<file path="config.mk">
export PLATFORM = sky130hd
export DESIGN_NAME = if_stage
export DESIGN_NICKNAME = d
export VERILOG_FILES = /design/src/rtl/if_stage.sv
export SDC_FILE = /design/constraint.sdc
export NUM_CORES = 1
export LEC_CHECK = 0
export CAP_MARGIN = 0
export CORE_UTILIZATION = 45
export CTS_CLUSTER_DIAMETER = 40
export DETAILED_ROUTE_END_ITERATION = 7
export GPL_TIMING_DRIVEN = 0
export PLACE_DENSITY_LB_ADDON = 0.2
export SYNTH_ARGS = -nofsm -noshare
export SYNTH_HDL_FRONTEND = slang
export SYNTH_SLANG_ARGS = --single-unit
</file>
<file path="constraint.sdc">
create_clock -name clk -period 2.34 [get_ports clk]
set_input_delay 0.468 -clock clk [delete_from_list [all_inputs] [get_ports clk]]
set_output_delay 0.468 -clock clk [all_outputs]
set_load 0.01 [all_outputs]
</file>
<file path="src/rtl/if_stage.sv">
// rtl/if_stage.sv - MIPS instruction-fetch stage with IF/ID pipeline register
//
// Purpose:
//   Generates the fetch PC and drives a single-outstanding req/ack instruction
//   bus. Fetched words are placed in the IF/ID register for the decode stage.
//   The stage honours the PC/IF-ID stall and the IF/ID flush, and accepts
//   redirects (branch, ERET, exception vector).
//
// Ports:
//   clk, rst_n       core clock, asynchronous active-low reset
//   pa_pc_ifid_i     stall: hold PC and IF/ID
//   wash_ifid_i      flush IF/ID to a bubble
//   redirect_i       load redirect_pc_i as the next fetch PC
//   redirect_pc_i    redirect target
//   ibus_req_o       fetch request
//   ibus_addr_o      fetch address, stable while req is high until ack
//   ibus_ack_i       read data valid this cycle (may come in the request cycle)
//   ibus_rdata_i     instruction word, valid with ack
//   id_instr_o       IF/ID instruction
//   id_pc_o          IF/ID PC
//   id_valid_o       IF/ID holds a real instruction
//   id_adel_o        IF/ID fetch-address error (IF_ADDR_EXC_EN builds only)
//   fetch_busy_o     fetch waiting on the bus
//
// Build option:
//   IF_ADDR_EXC_EN   when defined, misaligned PCs raise id_adel_o instead of
//                    being silently aligned on redirect.

module if_stage #(
  parameter logic [31:0] RESET_PC  = 32'hBFC00000,
  parameter logic [31:0] NOP_INSTR = 32'h00000000
) (
  input  logic        clk,
  input  logic        rst_n,
  input  logic        pa_pc_ifid_i,
  input  logic        wash_ifid_i,
  input  logic        redirect_i,
  input  logic [31:0] redirect_pc_i,
  output logic        ibus_req_o,
  output logic [31:0] ibus_addr_o,
  input  logic        ibus_ack_i,
  input  logic [31:0] ibus_rdata_i,
  output logic [31:0] id_instr_o,
  output logic [31:0] id_pc_o,
  output logic        id_valid_o,
`ifdef IF_ADDR_EXC_EN
  output logic        id_adel_o,
`endif
  output logic        fetch_busy_o
);

  typedef enum logic [1:0] {
    S_BOOT    = 2'd0,
    S_REQ     = 2'd1,
    S_HOLD    = 2'd2,
    S_DISCARD = 2'd3
  } state_t;

  state_t      state_q, state_d;
  logic [31:0] pc_q, pc_d;
  logic [31:0] addr_q;
  logic        req_q;
  logic [31:0] hold_instr_q, hold_instr_d;
  logic [31:0] hold_pc_q, hold_pc_d;
  logic        hold_valid_q, hold_valid_d;
  logic [31:0] instr_q, id_pc_q;
  logic        valid_q;

  // Candidate IF/ID load for this cycle; new_valid=0 means a bubble.
  logic [31:0] new_instr, new_pc;
  logic        new_valid;

  logic        ack;
  logic        pc_mis, next_mis;
  logic [31:0] redir_target;

`ifdef IF_ADDR_EXC_EN
  logic        adel_q, new_adel;
  assign redir_target = redirect_pc_i;
  assign pc_mis       = (pc_q[1:0] != 2'b00);
  assign next_mis     = (pc_d[1:0] != 2'b00);
`else
  assign redir_target = redirect_pc_i & 32'hFFFF_FFFC;
  assign pc_mis       = 1'b0;
  assign next_mis     = 1'b0;
`endif

  // Only an ack for a request we actually issued counts.
  assign ack = ibus_ack_i & req_q;

  always_comb begin
    state_d      = state_q;
    pc_d         = pc_q;
    hold_instr_d = hold_instr_q;
    hold_pc_d    = hold_pc_q;
    hold_valid_d = hold_valid_q;
    new_valid    = 1'b0;
    new_instr    = NOP_INSTR;
    new_pc       = id_pc_q;
`ifdef IF_ADDR_EXC_EN
    new_adel     = 1'b0;
`endif
    case (state_q)
      S_BOOT: begin
        state_d = S_REQ;
      end
      S_REQ: begin
        if (pc_mis) begin
          // No bus cycle: hand an address-error marker to ID and wait for
          // the exception redirect.
          new_valid = 1'b1;
          new_instr = NOP_INSTR;
          new_pc    = pc_q;
`ifdef IF_ADDR_EXC_EN
          new_adel  = 1'b1;
`endif
        end else if (ack) begin
          pc_d = pc_q + 32'd4;
          if (!redirect_i) begin
            if (pa_pc_ifid_i) begin
              // IF/ID is frozen, so park the word until the stall drops.
              hold_instr_d = ibus_rdata_i;
              hold_pc_d    = pc_q;
              hold_valid_d = 1'b1;
              state_d      = S_HOLD;
            end else begin
              new_valid = 1'b1;
              new_instr = ibus_rdata_i;
              new_pc    = pc_q;
            end
          end
        end else if (redirect_i) begin
          // Request is in flight with the old address; it must complete.
          state_d = S_DISCARD;
        end
        if (redirect_i) pc_d = redir_target;
      end
      S_HOLD: begin
        if (redirect_i) begin
          hold_valid_d = 1'b0;
          state_d      = S_REQ;
        end else if (!pa_pc_ifid_i) begin
          new_valid    = hold_valid_q;
          new_instr    = hold_instr_q;
          new_pc       = hold_pc_q;
          hold_valid_d = 1'b0;
          state_d      = S_REQ;
        end
        if (redirect_i) pc_d = redir_target;
      end
      S_DISCARD: begin
        if (ack) state_d = S_REQ;
        if (redirect_i) pc_d = redir_target;
      end
      default: begin
        state_d = S_BOOT;
      end
    endcase
  end

  always_ff @(posedge clk or negedge rst_n) begin
    if (!rst_n) begin
      state_q      <= S_BOOT;
      pc_q         <= RESET_PC;
      addr_q       <= RESET_PC;
      req_q        <= 1'b0;
      hold_instr_q <= NOP_INSTR;
      hold_pc_q    <= 32'h0;
      hold_valid_q <= 1'b0;
      instr_q      <= NOP_INSTR;
      id_pc_q      <= 32'h0;
      valid_q      <= 1'b0;
`ifdef IF_ADDR_EXC_EN
      adel_q       <= 1'b0;
`endif
    end else begin
      state_q      <= state_d;
      pc_q         <= pc_d;
      hold_instr_q <= hold_instr_d;
      hold_pc_q    <= hold_pc_d;
      hold_valid_q <= hold_valid_d;
      req_q        <= ((state_d == S_REQ) && !next_mis) || (state_d == S_DISCARD);
      // While discarding, the bus still sees the abandoned address.
      if (state_d != S_DISCARD) addr_q <= pc_d;
      if (!pa_pc_ifid_i) begin
        if (wash_ifid_i || !new_valid) begin
          instr_q <= NOP_INSTR;
          valid_q <= 1'b0;
`ifdef IF_ADDR_EXC_EN
          adel_q  <= 1'b0;
`endif
        end else begin
          instr_q <= new_instr;
          id_pc_q <= new_pc;
          valid_q <= 1'b1;
`ifdef IF_ADDR_EXC_EN
          adel_q  <= new_adel;
`endif
        end
      end
    end
  end

  assign ibus_req_o   = req_q;
  assign ibus_addr_o  = addr_q;
  assign id_instr_o   = instr_q;
  assign id_pc_o      = id_pc_q;
  assign id_valid_o   = valid_q;
`ifdef IF_ADDR_EXC_EN
  assign id_adel_o    = adel_q;
`endif
  assign fetch_busy_o = ((state_q == S_REQ) && req_q && !ibus_ack_i) ||
                        (state_q == S_DISCARD);

endmodule

</file>
==> key figures <==
Synth
  – Adder-cell share of the synthesized area: 0.6743%
  – Syn Area/Cell: 10.64 um2
  – Synth Cell Area: 9278 um2
  – Synth Area in Simple Gates: 12.27%
  – Post-synth cell types: 70
  – Register area share after synthesis: 53.11%
  – Asr flop ratio synth: 100.0%
  – Yosys reg bits: 196
  – Xor/xnor share of the synthesized area: 0%
  – Synth Area in Compound Gates: 16.94%
  – Main combinational cell family by area after synthesis: compound AO/OA/AOI/OAI gates
  – Mux contribution to synthesized area: 13.28%
  – Yosys warns: 0
  – Mapped Cells: 872
  – Ys flop type: dfrtp_1
  – Net count after synthesis: 947
  – Number of enable flip-flop cells after synthesis: 0

Timing
  – Final Cycle Share: 100.9%
  – Skew final: 0.01072 ns
  – Max-slew violations: 0
  – Hold Slack: 0.0004390 ns
  – RSZ-0062 raised after global routing: true
  – Final worst slack: -0.02029 ns
  – Fmax: 423.7 MHz
  – Setup violators final: 5
  – Slew HR: 47.03%
  – Final Hold Viols: 0
  – Post-route setup TNS: -0.05803 ns
  – Period minus WS final: 2.360 ns
  – Worst slew pin tran: 0.7880 ns

Final layout
  – Leading cell type in the layout, fill and taps excluded: dfrtp_1
  – Area growth, synth to finish: 37.20%
  – Cell Count, Final, Fillers Out: 1357
  – # fillers: 1685
  – Layout cell share with drive strength beyond 1: 24.49%
  – Post-route cell area: 12730 um2
  – Most frequent cells in the layout: dfrtp_1 (176), clkdlybuf4s50_1 (162), nand2_1 (82), mux2_2 (70), nor2_1 (62)
  – Final core utilization: 62.91%
  – Nets: 1148

Power and ir drop
  – Flop pwr share: 36.2%
  – Internal power: 9.750 mW
  – Cell Pwr Density: 1196 nW/um2
  – Leak: 5.295 nW
  – Sw Ratio: 35.95%
  – Combinational fraction of design power: 43.2%
  – Max rail drop VDD: 0.7884 mV
  – Clock share of power: 20.6%
  – NetSw: 5.473 mW
  – Total power draw: 15.22 mW

CTS
  – CTS max path bufs: 2
  – Skew-Pair Late Insertion Delay: 0.44 ns
  – Clock root cell: clkbuf_16
  – CTS H-tree depth: 4
  – CTS tree: yes
  – CTS Buf Count: 17
  – Clock sink total: 196
  – Hold buffers post-CTS: 0
  – Clock slew at reported path FFs: 0.08 ns

Job
  – Max_cap viols: 0

Worst setup path
  – Crit path DAT: 2.73 ns
  – Worst Setup End Kind: flip-flop
  – Startpoint types: flip-flop
  – WP data required: 2.71 ns
  – CP Class: reg -> reg
  – CP max FO: 10

Place
  – GPL Wtd Cong: 0.9211
  – Hpwl dp: 18460 um
  – Placed instance area: 11330 um2
  – Number of port buffers: 166
  – Dpl cells: 1309
  – Place WS: -1.273 ns

Global routing
  – Total track usage: 25.62%
  – Wire length of the first global-routing pass: 42060 um
  – Antenna violations before repair: 1
  – Total gr overflow: 0
  – Vias in the first global route: 7762
  – Largest net degree at the start of global routing: 118

Min path
  – HP Class: in -> async

Die
  – CORE AREA: 20230 um2
  – Die Width: 145.6 um
  – Die Ht: 145.6 um
  – Ports: 169
  – Initial Utilization: 45.85%
  – # rows: 52
  – Die area: 21200 um2

Routing
  – DRT antenna net count: 0
  – DR DRC count: 0
  – Vias: 7870
  – Vias per std cell: 5.800
  – Pre-Repair DR Iteration Count: 7
  – Wire per inst: 19.88 um
  – Routed WL: 26980 um
  – Iteration-0 DRC Markers: 705

Run status
  – Status: finished with violations
  – Failing checks: setup timing
==> cells in the mapped netlist (all sizes together) (4+ instances only) <==
master / instances / area share [%]
inv: 13 / 0.53
mux2: 78 / 9.5
ha: 5 / 0.67
o21ai: 63 / 3.4
nand2: 83 / 3.4
and2: 4 / 0.27
dfrtp: 178 / 48
dfstp: 18 / 5.1
nor2: 64 / 2.6
a21oi: 51 / 2.8
nor4: 4 / 0.34
a22oi: 36 / 2.9
nand4: 7 / 0.61
nor2b: 6 / 0.40
o31a: 5 / 0.47
nand3: 18 / 0.97
o221ai: 9 / 0.85
o31ai: 11 / 0.89
or4: 7 / 0.61
a31oi: 9 / 0.61
a32oi: 4 / 0.38
a21boi: 5 / 0.40
or3: 5 / 0.34
and4: 6 / 0.57
nor3: 12 / 0.70
and3: 7 / 0.47
mux2i: 35 / 3.8
buf: 17 / 0.94
a221oi: 4 / 0.38
clkbuf: 55 / 2.3
a221o: 4 / 0.43
==> layer usage <==
metal,up-vias,global-route usage (%),part of all wire [%]
met4,0,9.105,2.9
li1,3617,-,-
met1,3818,33.90,43
met2,374,40.79,46
met5,-,0.4545,0
met3,61,6.614,8.3
==> power groups by stage <==
stage,Sequential [mW],Clock (mW),Combinational (mW)
6_report,5.51,3.13,6.58
3_3_place_gp,5.44,0,5.44
4_1_cts,5.44,3.18,6.07
2_1_floorplan,5.50,0,3.21
5_1_grt,5.68,3.31,7.06
3_5_place_dp,5.48,0,5.53
==> cells by family after synthesis <==
family / after synthesis
compound gates: 238
buf+inv: 85
fa+ha+maj: 5
mux: 113
simple gates: 235
flops: 196
==> state kept, by name, summed over array words and instances, names as in the netlist <==
| signal | cells |
|---|---|
| hold_pc_q | 32 |
| id_pc_o | 32 |
| state_q | 2 |
| pc_q | 32 |
| id_valid_o | 1 |
| hold_valid_q | 1 |
| ibus_addr_o | 32 |
| id_instr_o | 32 |
| hold_instr_q | 32 |
==> worst paths after layout <==
kind | from | endpoint | slack, ns | cells past startpoint
min in group clk | ibus_addr_o[1]$_DFFE_PN0P_ | ibus_addr_o[1]$_DFFE_PN0P_ | 0.48 | 2
hold / removal | rst_n | id_pc_o[12]$_DFFE_PN0P_ | 0.0004 | 1
setup reg to reg | state_q[0]$_DFF_PN0_ | pc_q[23]$_DFF_PN1_ | -0.02 | 8
setup / recovery | state_q[0]$_DFF_PN0_ | pc_q[23]$_DFF_PN1_ | -0.02 | 8
hold reg to reg | ibus_addr_o[1]$_DFFE_PN0P_ | ibus_addr_o[1]$_DFFE_PN0P_ | 0.48 | 2
max in group asynchronous | rst_n | state_q[0]$_DFF_PN0_ | 1.32 | 2
==> what timing repair did <==
action / CTS / global route
pin swaps: 4 / 15
hold endpoints to repair: 0 / 0
resized for setup: 103 / 86
cloned: 0 / 2
setup endpoints to repair: 195 / 127
setup buffers: 15 / 6
==> worst max-delay path, cell delays in order (launching register included) <==
cell	delay (ns)
dfrtp_2	0.43
buf_6	0.13
buf_6	0.13
nand4_4	0.13
or4_4	0.60
buf_12	0.18
o31ai_1	0.32
a21oi_2	0.11
a221o_1	0.26
==> final cells by class <==
class | instances | area (um2) | share of cell area, %
clock inverters | 14 | 191.4 | 1.504
multi-input cells | 591 | 4395 | 34.53
inverters | 13 | 52.55 | 0.4129
diodes | 1 | 2.502 | 0.01966
clock buffers | 18 | 439.2 | 3.450
plain buffers | 64 | 466.7 | 3.667
flip-flops and latches | 196 | 4930 | 38.73
repair buffers | 190 | 1913 | 15.03
well taps | 270 | 337.8 | 2.654
Power figures use the tool's default switching activity.
